[src/rtl/dmem_arb_pkg.sv]
// dmem_arb_pkg: shared master indices, lock state encoding and read-return tag type.
package dmem_arb_pkg;
  localparam logic M_CORE = 1'b0;
  localparam logic M_LOAD = 1'b1;
  typedef enum logic {LK_UNLOCKED, LK_LOCKED} lock_state_e;
  typedef struct packed {
    logic valid;
    logic owner;
  } tag_t;
endpackage

[src/rtl/dmem_arbiter_rd_tag_pipe.sv]
// rd_tag_pipe: DEPTH-stage shift register that carries read ownership tags alongside memory latency.
module rd_tag_pipe import dmem_arb_pkg::*; #(
  parameter int DEPTH = 1
) (
  input  logic i_clk,
  input  logic i_rst_n,
  input  tag_t i_tag,
  output tag_t o_tag
);
  tag_t r_pipe [DEPTH];
  always_ff @(posedge i_clk) begin
    if (!i_rst_n) begin
      for (int i = 0; i < DEPTH; i++) r_pipe[i] <= '0;
    end else begin
      r_pipe[0] <= i_tag;
      for (int i = 1; i < DEPTH; i++) r_pipe[i] <= r_pipe[i-1];
    end
  end
  assign o_tag = r_pipe[DEPTH-1];
endmodule

[src/rtl/dmem_arbiter.sv]
// dmem_arbiter: two-master round-robin arbiter for the data memory port, with a
// bounded lock for master 1 and in-order read-data routing back to the owner.
module dmem_arbiter import dmem_arb_pkg::*; #(
  parameter int ADDR_W   = 16,
  parameter int MEM_LAT  = 1,
  parameter int MAX_LOCK = 8
) (
  input  logic              i_clk,
  input  logic              i_rst_n,
  input  logic              i_m0_req,
  input  logic              i_m0_we,
  input  logic [ADDR_W-1:0] i_m0_addr,
  input  logic [31:0]       i_m0_wdata,
  input  logic [3:0]        i_m0_bmask,
  input  logic              i_m1_req,
  input  logic              i_m1_we,
  input  logic [ADDR_W-1:0] i_m1_addr,
  input  logic [31:0]       i_m1_wdata,
  input  logic [3:0]        i_m1_bmask,
  input  logic              i_m1_lock,
  output logic              o_m0_gnt,
  output logic              o_m1_gnt,
  output logic              o_m0_rvalid,
  output logic              o_m1_rvalid,
  output logic [31:0]       o_m0_rdata,
  output logic [31:0]       o_m1_rdata,
  output logic              o_mem_en,
  output logic              o_mem_we,
  output logic [ADDR_W-1:0] o_mem_addr,
  output logic [31:0]       o_mem_wdata,
  output logic [3:0]        o_mem_bmask,
  input  logic [31:0]       i_mem_rdata,
  output logic              o_lock_active
);
  localparam int CNT_W = $clog2(MAX_LOCK + 1);
  localparam logic [CNT_W-1:0] CNT_MAX = CNT_W'(MAX_LOCK);

  lock_state_e      r_state;
  logic [CNT_W-1:0] r_lock_cnt;
  logic             r_last_gnt;
  logic [31:0]      r_m0_rdata;
  logic [31:0]      r_m1_rdata;
  logic             w_lock_force;
  logic             w_yield;
  logic             w_g0;
  logic             w_g1;
  logic             w_unlock;
  tag_t             w_tag_in;
  tag_t             w_tag_out;

  assign o_lock_active = (r_state == LK_LOCKED);
  assign w_lock_force  = o_lock_active & i_m1_req & (r_lock_cnt < CNT_MAX);
  assign w_yield       = (r_lock_cnt == CNT_MAX) & i_m0_req;
  // Lock forcing and yield are mutually exclusive (cnt below vs. at MAX_LOCK).
  assign w_g1 = i_rst_n & (w_lock_force | (!w_yield & i_m1_req & (!i_m0_req | r_last_gnt == M_CORE)));
  assign w_g0 = i_rst_n & !w_lock_force & (w_yield | (i_m0_req & (!i_m1_req | r_last_gnt == M_LOAD)));
  assign w_unlock = !i_m1_lock | !i_m1_req | (w_yield & w_g0);

  assign o_m0_gnt    = w_g0;
  assign o_m1_gnt    = w_g1;
  assign o_mem_en    = w_g0 | w_g1;
  assign o_mem_we    = w_g1 ? i_m1_we : (w_g0 & i_m0_we);
  assign o_mem_addr  = w_g1 ? i_m1_addr : i_m0_addr;
  assign o_mem_wdata = w_g1 ? i_m1_wdata : i_m0_wdata;
  assign o_mem_bmask = w_g1 ? i_m1_bmask : i_m0_bmask;

  always_ff @(posedge i_clk) begin
    if (!i_rst_n) begin
      r_state    <= LK_UNLOCKED;
      r_lock_cnt <= '0;
      r_last_gnt <= M_LOAD;
    end else begin
      if (o_mem_en) r_last_gnt <= w_g1;
      if (r_state == LK_LOCKED) begin
        if (w_unlock) begin
          r_state    <= LK_UNLOCKED;
          r_lock_cnt <= '0;
        end else if (w_g1 && r_lock_cnt != CNT_MAX) begin
          r_lock_cnt <= r_lock_cnt + 1'b1;
        end
      end else if (w_g1 && i_m1_lock) begin
        r_state    <= LK_LOCKED;
        r_lock_cnt <= CNT_W'(1);
      end
    end
  end

  assign w_tag_in = '{valid: o_mem_en & !o_mem_we, owner: w_g1};

  rd_tag_pipe #(.DEPTH(MEM_LAT)) u_tag_pipe (
    .i_clk   (i_clk),
    .i_rst_n (i_rst_n),
    .i_tag   (w_tag_in),
    .o_tag   (w_tag_out)
  );

  // Read data is passed straight through on the return cycle; the hold
  // registers keep each master's last word between returns.
  assign o_m0_rvalid = i_rst_n & w_tag_out.valid & (w_tag_out.owner == M_CORE);
  assign o_m1_rvalid = i_rst_n & w_tag_out.valid & (w_tag_out.owner == M_LOAD);
  assign o_m0_rdata  = o_m0_rvalid ? i_mem_rdata : r_m0_rdata;
  assign o_m1_rdata  = o_m1_rvalid ? i_mem_rdata : r_m1_rdata;

  always_ff @(posedge i_clk) begin
    if (!i_rst_n) begin
      r_m0_rdata <= '0;
      r_m1_rdata <= '0;
    end else begin
      if (o_m0_rvalid) r_m0_rdata <= i_mem_rdata;
      if (o_m1_rvalid) r_m1_rdata <= i_mem_rdata;
    end
  end
endmodule

[config.mk]
export PLATFORM = sky130hd
export DESIGN_NAME = dmem_arbiter
export DESIGN_NICKNAME = d
export VERILOG_FILES = /design/src/rtl/dmem_arb_pkg.sv /design/src/rtl/dmem_arbiter_rd_tag_pipe.sv /design/src/rtl/dmem_arbiter.sv
export SDC_FILE = /design/constraint.sdc
export NUM_CORES = 1
export LEC_CHECK = 0
export BUFFER_PORTS_ARGS = -buffer_cell sky130_fd_sc_hd__buf_2
export CAP_MARGIN = 20
export CORE_ASPECT_RATIO = 1.4
export CORE_MARGIN = 8
export CORE_UTILIZATION = 46
export CTS_BUF_LIST = sky130_fd_sc_hd__clkbuf_4
export CTS_CLUSTER_DIAMETER = 120
export DETAILED_ROUTE_END_ITERATION = 10
export PLACE_DENSITY = 0.88
export SLEW_MARGIN = 0
export SYNTH_ARGS = -nofsm -noshare
export SYNTH_HDL_FRONTEND = slang
export SYNTH_SLANG_ARGS = --single-unit
[constraint.sdc]
create_clock -name i_clk -period 5.8 [get_ports i_clk]
set_clock_uncertainty 0.05 [all_clocks]
set_input_delay 1.16 -clock i_clk [delete_from_list [all_inputs] [get_ports i_clk]]
set_output_delay 1.16 -clock i_clk [all_outputs]
set_load 0.05 [all_outputs]
# == Yosys cells after proc, flatten, opt, wreduce, memory -nomap -nowiden ==
# Memories as Yosys holds them, arrays and structs flattened.
# Cells that the tools add are included.
# totals
input_bits,143
word_cells,63
out_inout_bits,123
regBits,70
memories,1
ramBits,2
# memory_table
name,depth,word_bits,rd,rd_clocked_by_memory_dff,wr,line_no,source
u_tag_pipe.r_pipe,1,2,1,0,1,dmem_arbiter_rd_tag_pipe.sv:10,tag_t r_pipe [DEPTH];
# op_classes
order_cmp,1
add_sub_neg,1
n_bitwise,24
n_eq_ne,3
reduce_logical,11
n_mux,17
# op_table
operator,n
32-bit 2-to-1 mux,3
4-bit 2-to-1 mux,5
16-bit 2-to-1 mux,1
1-bit bitwise AND,15
1-bit 2-to-1 mux,7
1-bit OR,7
1-bit zero test,6
"4-bit by 1-bit adder with 4-bit output, second input constant",1
"4-bit equality test, second input constant",1
"4-bit < comparator, second input constant",1
"4-bit inequality test, second input constant",1
"3-bit by 1-bit inequality test with 1-bit output, second input constant",1
1-bit logical AND,2
2-bit 2-to-1 mux,1
1-bit NOT,2
2-bit AND reduction,1
2-bit nonzero test,1
2-bit OR reduction,1

# == Logic depth before layout (Yosys ltp) ==
# Gate-level depths: netlist of the first run.
# logic_depth
depth_word,11
mapped_depth,7
mapped_depth_nobuf,7

# == Modules after synthesis ==
# Synthesis of the first run repeated with hierarchy kept, for this count alone.
# unflattened
hier_cells,327
hier_area_um2,3819.9
# by_module_without_submodules
mod,cells_each,instances,area_per_inst_um2
dmem_arbiter,323,1,3767.4
rd_tag_pipe,4,1,52.6

# == Least setup slack after synthesis of the first run ==
# No wires, ideal clock.
# synth_path
kind,input-to-output
from,input port i_rst_n
to,output port o_mem_we
t_arrival_ns,3.390
path_buffers,1
path_stages,5
path_slack_ns,1.200
required_time_ns,4.590
cell_sequence,buf_2 -> nand2_1 -> a311oi_1 -> a32oi_1 -> inv_1
# synth_via
elab_chain_len,4
word_cells_on_any_way,5
classes_between,mux: 1; bitwise: 4
# synth_lines
item,line_no,source
from (decl),dmem_arbiter.sv:9,"input logic i_rst_n,"
1-bit bitwise AND (2 in a row),dmem_arbiter.sv:56,assign w_g0 = i_rst_n & !w_lock_force & (w_yield | (i_m0_req & (!i_m1_req | r_last_gnt == M_LOAD)));
net o_m0_gnt,dmem_arbiter.sv:21,"output logic o_m0_gnt,"
1-bit bitwise AND,dmem_arbiter.sv:62,assign o_mem_we = w_g1 ? i_m1_we : (w_g0 & i_m0_we);
1-bit 2-to-1 mux,dmem_arbiter.sv:62,
to (decl),dmem_arbiter.sv:28,"output logic o_mem_we,"
# The timed path passes the listed nets, and every way through them passes these cells.

# == Final worst setup path of the first run ==
# layout_path
from,input port i_rst_n
to,output port o_m1_rdata[24]
# layout_via
elab_chain_len,3
# layout_lines
item,line_no,source
1-bit bitwise AND (2 in a row),dmem_arbiter.sv:100,assign o_m1_rvalid = i_rst_n & w_tag_out.valid & (w_tag_out.owner == M_LOAD);
32-bit 2-to-1 mux,n/a,
to (decl),dmem_arbiter.sv:26,"output logic [31:0] o_m1_rdata,"
# No other way between the ends.

==> results.md, run 1 <==
* Status: completed
* Syn-to-layout area delta at 36.0%
* Slew Limit Fails at 0
* Die area at 11700 um2
* Sequential-to-total area share from yosys stat at 37.1%
* Final ANT Viol Nets at 0
* DR WL/cell at 21.2 um
* Crit path arrival time at 2780 ps
* Core footprint at 8200 um2
* Max Fclk at 250 MHz
* Vias in the first global route at 3691
* Vias at 3457
* Congestion Overflow GR at 0
* DR DRC count at 0
* Largest buffer count on any clock path at 2
* Min-delay worst type: reg -> reg
* VDD IR-drop max at 0.163 mV
* TritonCTS Buffers at 9
* EDFF count, synth at 0
* Yosys top cell area share at 37.1%
* Die W at 93.7 um
* Post-DR vias/cell at 5.02
* Setup Viol. Count Final at 0
* Worst slew pin tran at 565 ps
* RSZ-0062 raised after global routing: false
* Post-CTS Hold Fix Bufs at 0
* FP Rows at 39
* CTS tree: yes
* PwrDens at 225 nW/um2
* Skew-Pair Late Insertion Delay at 400 ps
* Pleak at 2.98 nW
* Req. time, crit path at 4590 ps
* H-tree depth at 3
* Gate Count Post-Synth at 325
* Fin crit share at 68.9%
* Routed wire length at 14600 um
* Reg clk slew, reported paths at 100 ps
* Starting density of the core at 47.4%
* Pin count of the biggest net entering global routing at 73
* Die height at 125 um
* Min Tclk post-route at 3990 ps
* Post-synth ARST share at 0%
* Initial antenna violation count at 0
* Largest cells by area after synthesis: dfxtp_1, mux2_2, mux2_4, and2_1, buf_12
* Mapped Area at 3880 um2
* Setup tns final at 0 ps
* WS Path Type: in -> out
* Nets at 730
* Clock root buffer: clkbuf_4
* Post-CTS sizing at 0
* Layout cell share with drive strength beyond 1 at 67.8%
* Worst-path fanout max at 72
* RePlAce Congestion at 0.982
* #FFs+latches synth at 72
* Initial drt markers at 87
* CP endpoint kind: output pin
* Fin. Hold Viols at 0
* Port Buf Inserts at 265
* Avg Inst Size Synth at 11.9 um2
* CTS sink cnt at 72
* I/O pin count at 266
* Global-route wire length before repair at 21100 um
* Total power at 0.00119 W
* Yosys cell types at 36
* Antenna Cells at 0
* Total track usage at 24.0%
* Normalized max-slew margin at 62.2%
* Max cap viols at 0
* Setup Fix Bufs, Post-CTS at 0
* Prevailing post-synth register cell: dfxtp_1
* Crit start category: input pin
* TritonRoute pass-1 iters at 4
* YS warnings at 0
* Largest area contributor in the netlist: dfxtp_1
* Final HPWL from detailed placement at 12200 um
* Syn nets at 470
[cell usage in the layout, fill, tap and decap left out]
master,netlist,final
ha_1,2,2
o2111a_1,2,2
a41oi_1,1,1
and3b_1,1,1
dfxtp_1,72,72
o21a_1,1,1
and2_1,65,65
buf_2,7,265
nor2_1,1,1
and2_2,1,1
o22ai_1,1,1
nand4b_1,1,1
nand2b_1,1,1
clkbuf_4,0,9
mux2_2,67,67
nand3_1,2,2
nor2b_1,1,1
nand3b_1,3,3
mux2i_1,1,1
mux2_4,49,49
inv_1,8,8
nand2_8,1,1
o211ai_4,1,1
a32oi_1,1,1
a21oi_1,1,1
or2_2,1,1
a311oi_1,2,2
o211ai_1,4,4
o211a_1,1,1
o21ai_0,4,4
a32o_1,1,1
a21boi_0,1,1
nand2_1,6,6
clkinv_1,0,4
and3b_4,1,1
xnor2_1,1,1
buf_4,0,3
[stage by stage]
step	instance area, um2	setup slack [ps]	std cells	hold WS, ps	util [%]
2_1_floorplan	3880	1200	325	415	-
3_3_place_gp	5200	1820	676	445	63.4
3_5_place_dp	5200	1810	676	469	63.4
4_1_cts	5280	1800	689	484	64.4
5_1_grt	5280	1670	689	512	64.4
6_report	5280	1810	689	476	64.4
[kinds of logic (layout without fill, tap and decap cells)]
group,count (synthesis),after routing,synth area share [%]
adders and majority gates,2,2,0.644
xor gates and xnor gates,1,1,0.226
buffers and inverters,27,289,4.93
AOI/OAI and AO/OA,21,21,4.51
muxes,117,117,38.6
DFF,72,72,37.1
and+or+nand+nor,85,85,14.0
[registers in the layout, summed over array words and instances, names as in the netlist]
register / flops
o_lock_active: 1
r_last_gnt: 1
r_lock_cnt: 4
r_m0_rdata: 32
r_m1_rdata: 32
u_tag_pipe.r_pipe: 2
[layer usage]
layer	share of wire, %	track usage [%]
met3	9.2	8.14
met5	0	0
met1	34	23.1
met4	3.4	11.2
met2	53	43.9
[synth_stat cells, drive strengths merged, types with 2 or more instances]
master and instances:
a311oi 2, and2 66, and3b 2, buf 12
clkbuf 7, dfxtp 72, ha 2, inv 8
mux2 116, nand2 7, nand3 2, nand3b 3
o2111a 2, o211ai 5, o21ai 4
[area by class of cell]
cell class,instances,area (um2)
Multi-Input combinational cell,226,2250
Clock inverter,4,15.0
Fill cell,704,2920
Timing Repair Buffer,268,1350
Sequential cell,72,1440
Tap cell,102,128
Inverter,8,30.0
Clock buffer,9,67.6
[report_power, final]
part / internal [W] / total (W) / switching [W]
registers: 0.000509 / 0.000515 / 0.00000581
logic: 0.000147 / 0.000441 / 0.000294
clock network: 0.0000758 / 0.000231 / 0.000156
[worst paths after layout]
check,from,end,slack (ps),depth (start not counted)
max,i_rst_n,o_m1_rdata[24],1810,6
min,r_lock_cnt[1]$_SDFFE_PN0P_,r_lock_cnt[1]$_SDFFE_PN0P_,480,2
max reg2reg,r_lock_cnt[0]$_SDFFE_PN0P_,u_tag_pipe.r_pipe[0][1]$_SDFF_PN0_,3860,7
min reg2reg,r_lock_cnt[1]$_SDFFE_PN0P_,r_lock_cnt[1]$_SDFFE_PN0P_,480,2
[worst max-delay path: stages]
cell	delay, ps
buf_2	110
buf_4	290
nand3_1	150
buf_4	410
mux2_2	410
buf_2	220
Power figures use the tool's default switching activity.
==> run 2, diff against run 1 <==
Settings changed: CORE_UTILIZATION 46 to 39, PLACE_DENSITY 0.88 to 0.79.
Clock period 5.8 ns to 3.5 ns, I/O delays scaled along.
==> run 2 against run 1 <==
Effect of this change: critical path depth is 1 higher; clock power increased by 95%; sequential share of layout area shrank 0.46 points; design area increased by 1.7%; first-iteration DRC count down 18%; wire length down 10%; critical path type is now reg -> out; largest cell class unchanged; highest routed layer unchanged.
==> results.md, run 2 (synthesized netlist as in run 1, its figures left out) <==
* CTS tree: yes
* VDD IR-drop max at 0.200 mV (+22%)
* Congestion Overflow GR at 0 (unchanged)
* Final ANT Viol Nets at 0 (unchanged)
* Skew-Pair Late Insertion Delay at 380 ps (-20 ps)
* I/O pin count at 266 (unchanged)
* Worst-path fanout max at 54 (-25%)
* Die W at 100 um (+7.1%)
* Max cap viols at 0 (unchanged)
* DR DRC count at 0 (unchanged)
* Starting density of the core at 39.7% (-7.7 points)
* Final HPWL from detailed placement at 10900 um (-11%)
* Setup Fix Bufs, Post-CTS at 0 (unchanged)
* H-tree depth at 3 (unchanged)
* Net Sw Power at 0.000784 W (+72%)
* Crit start category: flop
* Min Tclk post-route at 3310 ps
* RSZ-0062 raised after global routing: false
* Post-CTS sizing at 0 (unchanged)
* Status: completed
* FP Rows at 43 (+10%)
* TritonRoute pass-1 iters at 5 (+1)
* Die area at 13500 um2 (+15%)
* Req. time, crit path at 2750 ps (-1840 ps)
* Layout cell share with drive strength beyond 1 at 69.0% (+1.2 points)
* Core footprint at 9790 um2 (+19%)
* Int Power at 0.00124 W (+69%)
* Worst slew pin tran at 557 ps (-8.05 ps)
* DR WL/cell at 18.1 um (-15%)
* Register area at 1440 um2 (unchanged)
* WS Path Type: reg -> out
* Initial drt markers at 71 (-18%)
* Slowest CP cell: mux2_4
* Port Buf Inserts at 265 (unchanged)
* TritonCTS Buffers at 9 (unchanged)
* Crit path arrival time at 2560 ps (-220 ps)
* Post-CTS Hold Fix Bufs at 0 (unchanged)
* RePlAce Congestion at 0.939 (-4.3%)
* Global-route wire length before repair at 18900 um (-11%)
* Clk pwr share at 22.3% (+2.8 points)
* Area occupied by multi-input gates at 2260 um2 (+0.50%)
* CP Cell Sequence: inv_1, ha_1, and3b_4, o211ai_4, nand2_8, mux2_4, buf_2
* Commonest non-fill, non-tap cell in the layout: buf_2
* Reg power frac at 42.2% (-1.2 points)
* CP endpoint kind: output pin
* Die height at 134 um (+7.5%)
* Worst path max stage delay at 420 ps (about the same)
* Setup Viol. Count Final at 0 (unchanged)
* Flop-to-flop setup slack at 1560 ps (-2300 ps)
* Pleak at 3.00 nW (+0.45%)
* Fillers at 892 (+27%)
* Min-delay worst type: reg -> reg
* Combinational share of power at 35.5% (-1.6 points)
* PwrDens at 377 nW/um2 (+68%)
* Crit path buffers/inverters at 2 (-2)
* Biggest regs: r_m0_rdata (32), r_m1_rdata (32), r_lock_cnt (4)
* Switch share at 38.8% (+0.41 points)
* Max Fclk at 302 MHz
* Fin crit share at 94.5%
* Crit path max-delay family: simple AND/OR/NAND/NOR gates
* Total track usage at 18.0% (-6.0 points)
* Setup tns final at 0 ps (unchanged)
* Reg clk slew, reported paths at 120 ps (+20 ps)
* Initial antenna violation count at 0 (unchanged)
* Antenna Cells at 0 (unchanged)
* Syn-to-layout area delta at 38.3%
* Slew Limit Fails at 0 (unchanged)
* Pin count of the biggest net entering global routing at 69 (-5.5%)
* Clock root buffer: clkbuf_4
* Nets at 730 (unchanged)
* CTS sink cnt at 72 (unchanged)
* Vias at 3408 (-1.4%)
* Largest buffer count on any clock path at 2 (unchanged)
* Post-DR vias/cell at 4.70 (-6.3%)
* Commonest cells after routing, fill and taps aside: buf_2, dfxtp_1, mux2_2
* Routed wire length at 13100 um (-10%)
* Fin. Hold Viols at 0 (unchanged)
* Cells after DPL at 709 (+4.9%)
* Normalized max-slew margin at 62.9% (+0.63 points)
* Vias in the first global route at 3540 (-4.1%)
* Post-Layout Cell Count at 725 (+5.2%)
-- run 2: power by group through the flow --
| stage | registers (W) | clock network [W] | logic, W |
|---|---|---|---|
| floorplan | 0.000870 | 0 | 0.000538 |
| global placement | 0.000871 | 0 | 0.000711 |
| detailed placement | 0.000872 | 0 | 0.000720 |
| CTS | 0.000854 | 0.000478 | 0.000721 |
| global route | 0.000856 | 0.000508 | 0.000750 |
| finish | 0.000854 | 0.000451 | 0.000718 |
-- run 2: per-layer routing --
metal / GRT usage, % / wire, um
met1: 18.7 / 4630
met2: 33.2 / 6930
met3: 4.98 / 1320
met4: 6.50 / 211
met5: 0 / 0
-- run 2: cell type report --
class / count / share of cell area [%]
clock buffers: 9 / 1.26
clock inverters: 7 / 1.00
inverters: 8 / 0.559
multi-input cells: 226 / 42.1
flip-flops and latches: 72 / 26.8
well taps: 135 / 3.14
repair buffers: 268 / 25.1
-- run 2: final timing paths --
path	start	to	depth (start not counted)
worst max register to register	r_lock_cnt[0]$_SDFFE_PN0P_	u_tag_pipe.r_pipe[0][1]$_SDFF_PN0_	7
worst min register to register	r_lock_cnt[1]$_SDFFE_PN0P_	r_lock_cnt[1]$_SDFFE_PN0P_	2
worst min-delay path	r_lock_cnt[1]$_SDFFE_PN0P_	r_lock_cnt[1]$_SDFFE_PN0P_	2
worst max-delay path	r_lock_cnt[0]$_SDFFE_PN0P_	o_mem_wdata[26]	7
-- run 2: worst min-delay path, delay by kind of cell, from the launching register on --
kind	cells	cell delay [ps]
simple gates	1	70
mux	1	50
flops	1	360
-- run 2: metrics by stage --
step                      power, W  hold WS, ps  cell area [um2]  util (%)  worst slack [ps]
after detailed placement   0.00159          455             5250      53.6               557
after CTS                  0.00205          464             5370      54.9               158
after global placement     0.00158          437             5250      53.6               611
after floorplan            0.00141          415             3890         -               390
final                      0.00202          472             5370      54.9               193
after global routing       0.00212          493             5370      54.9              72.3
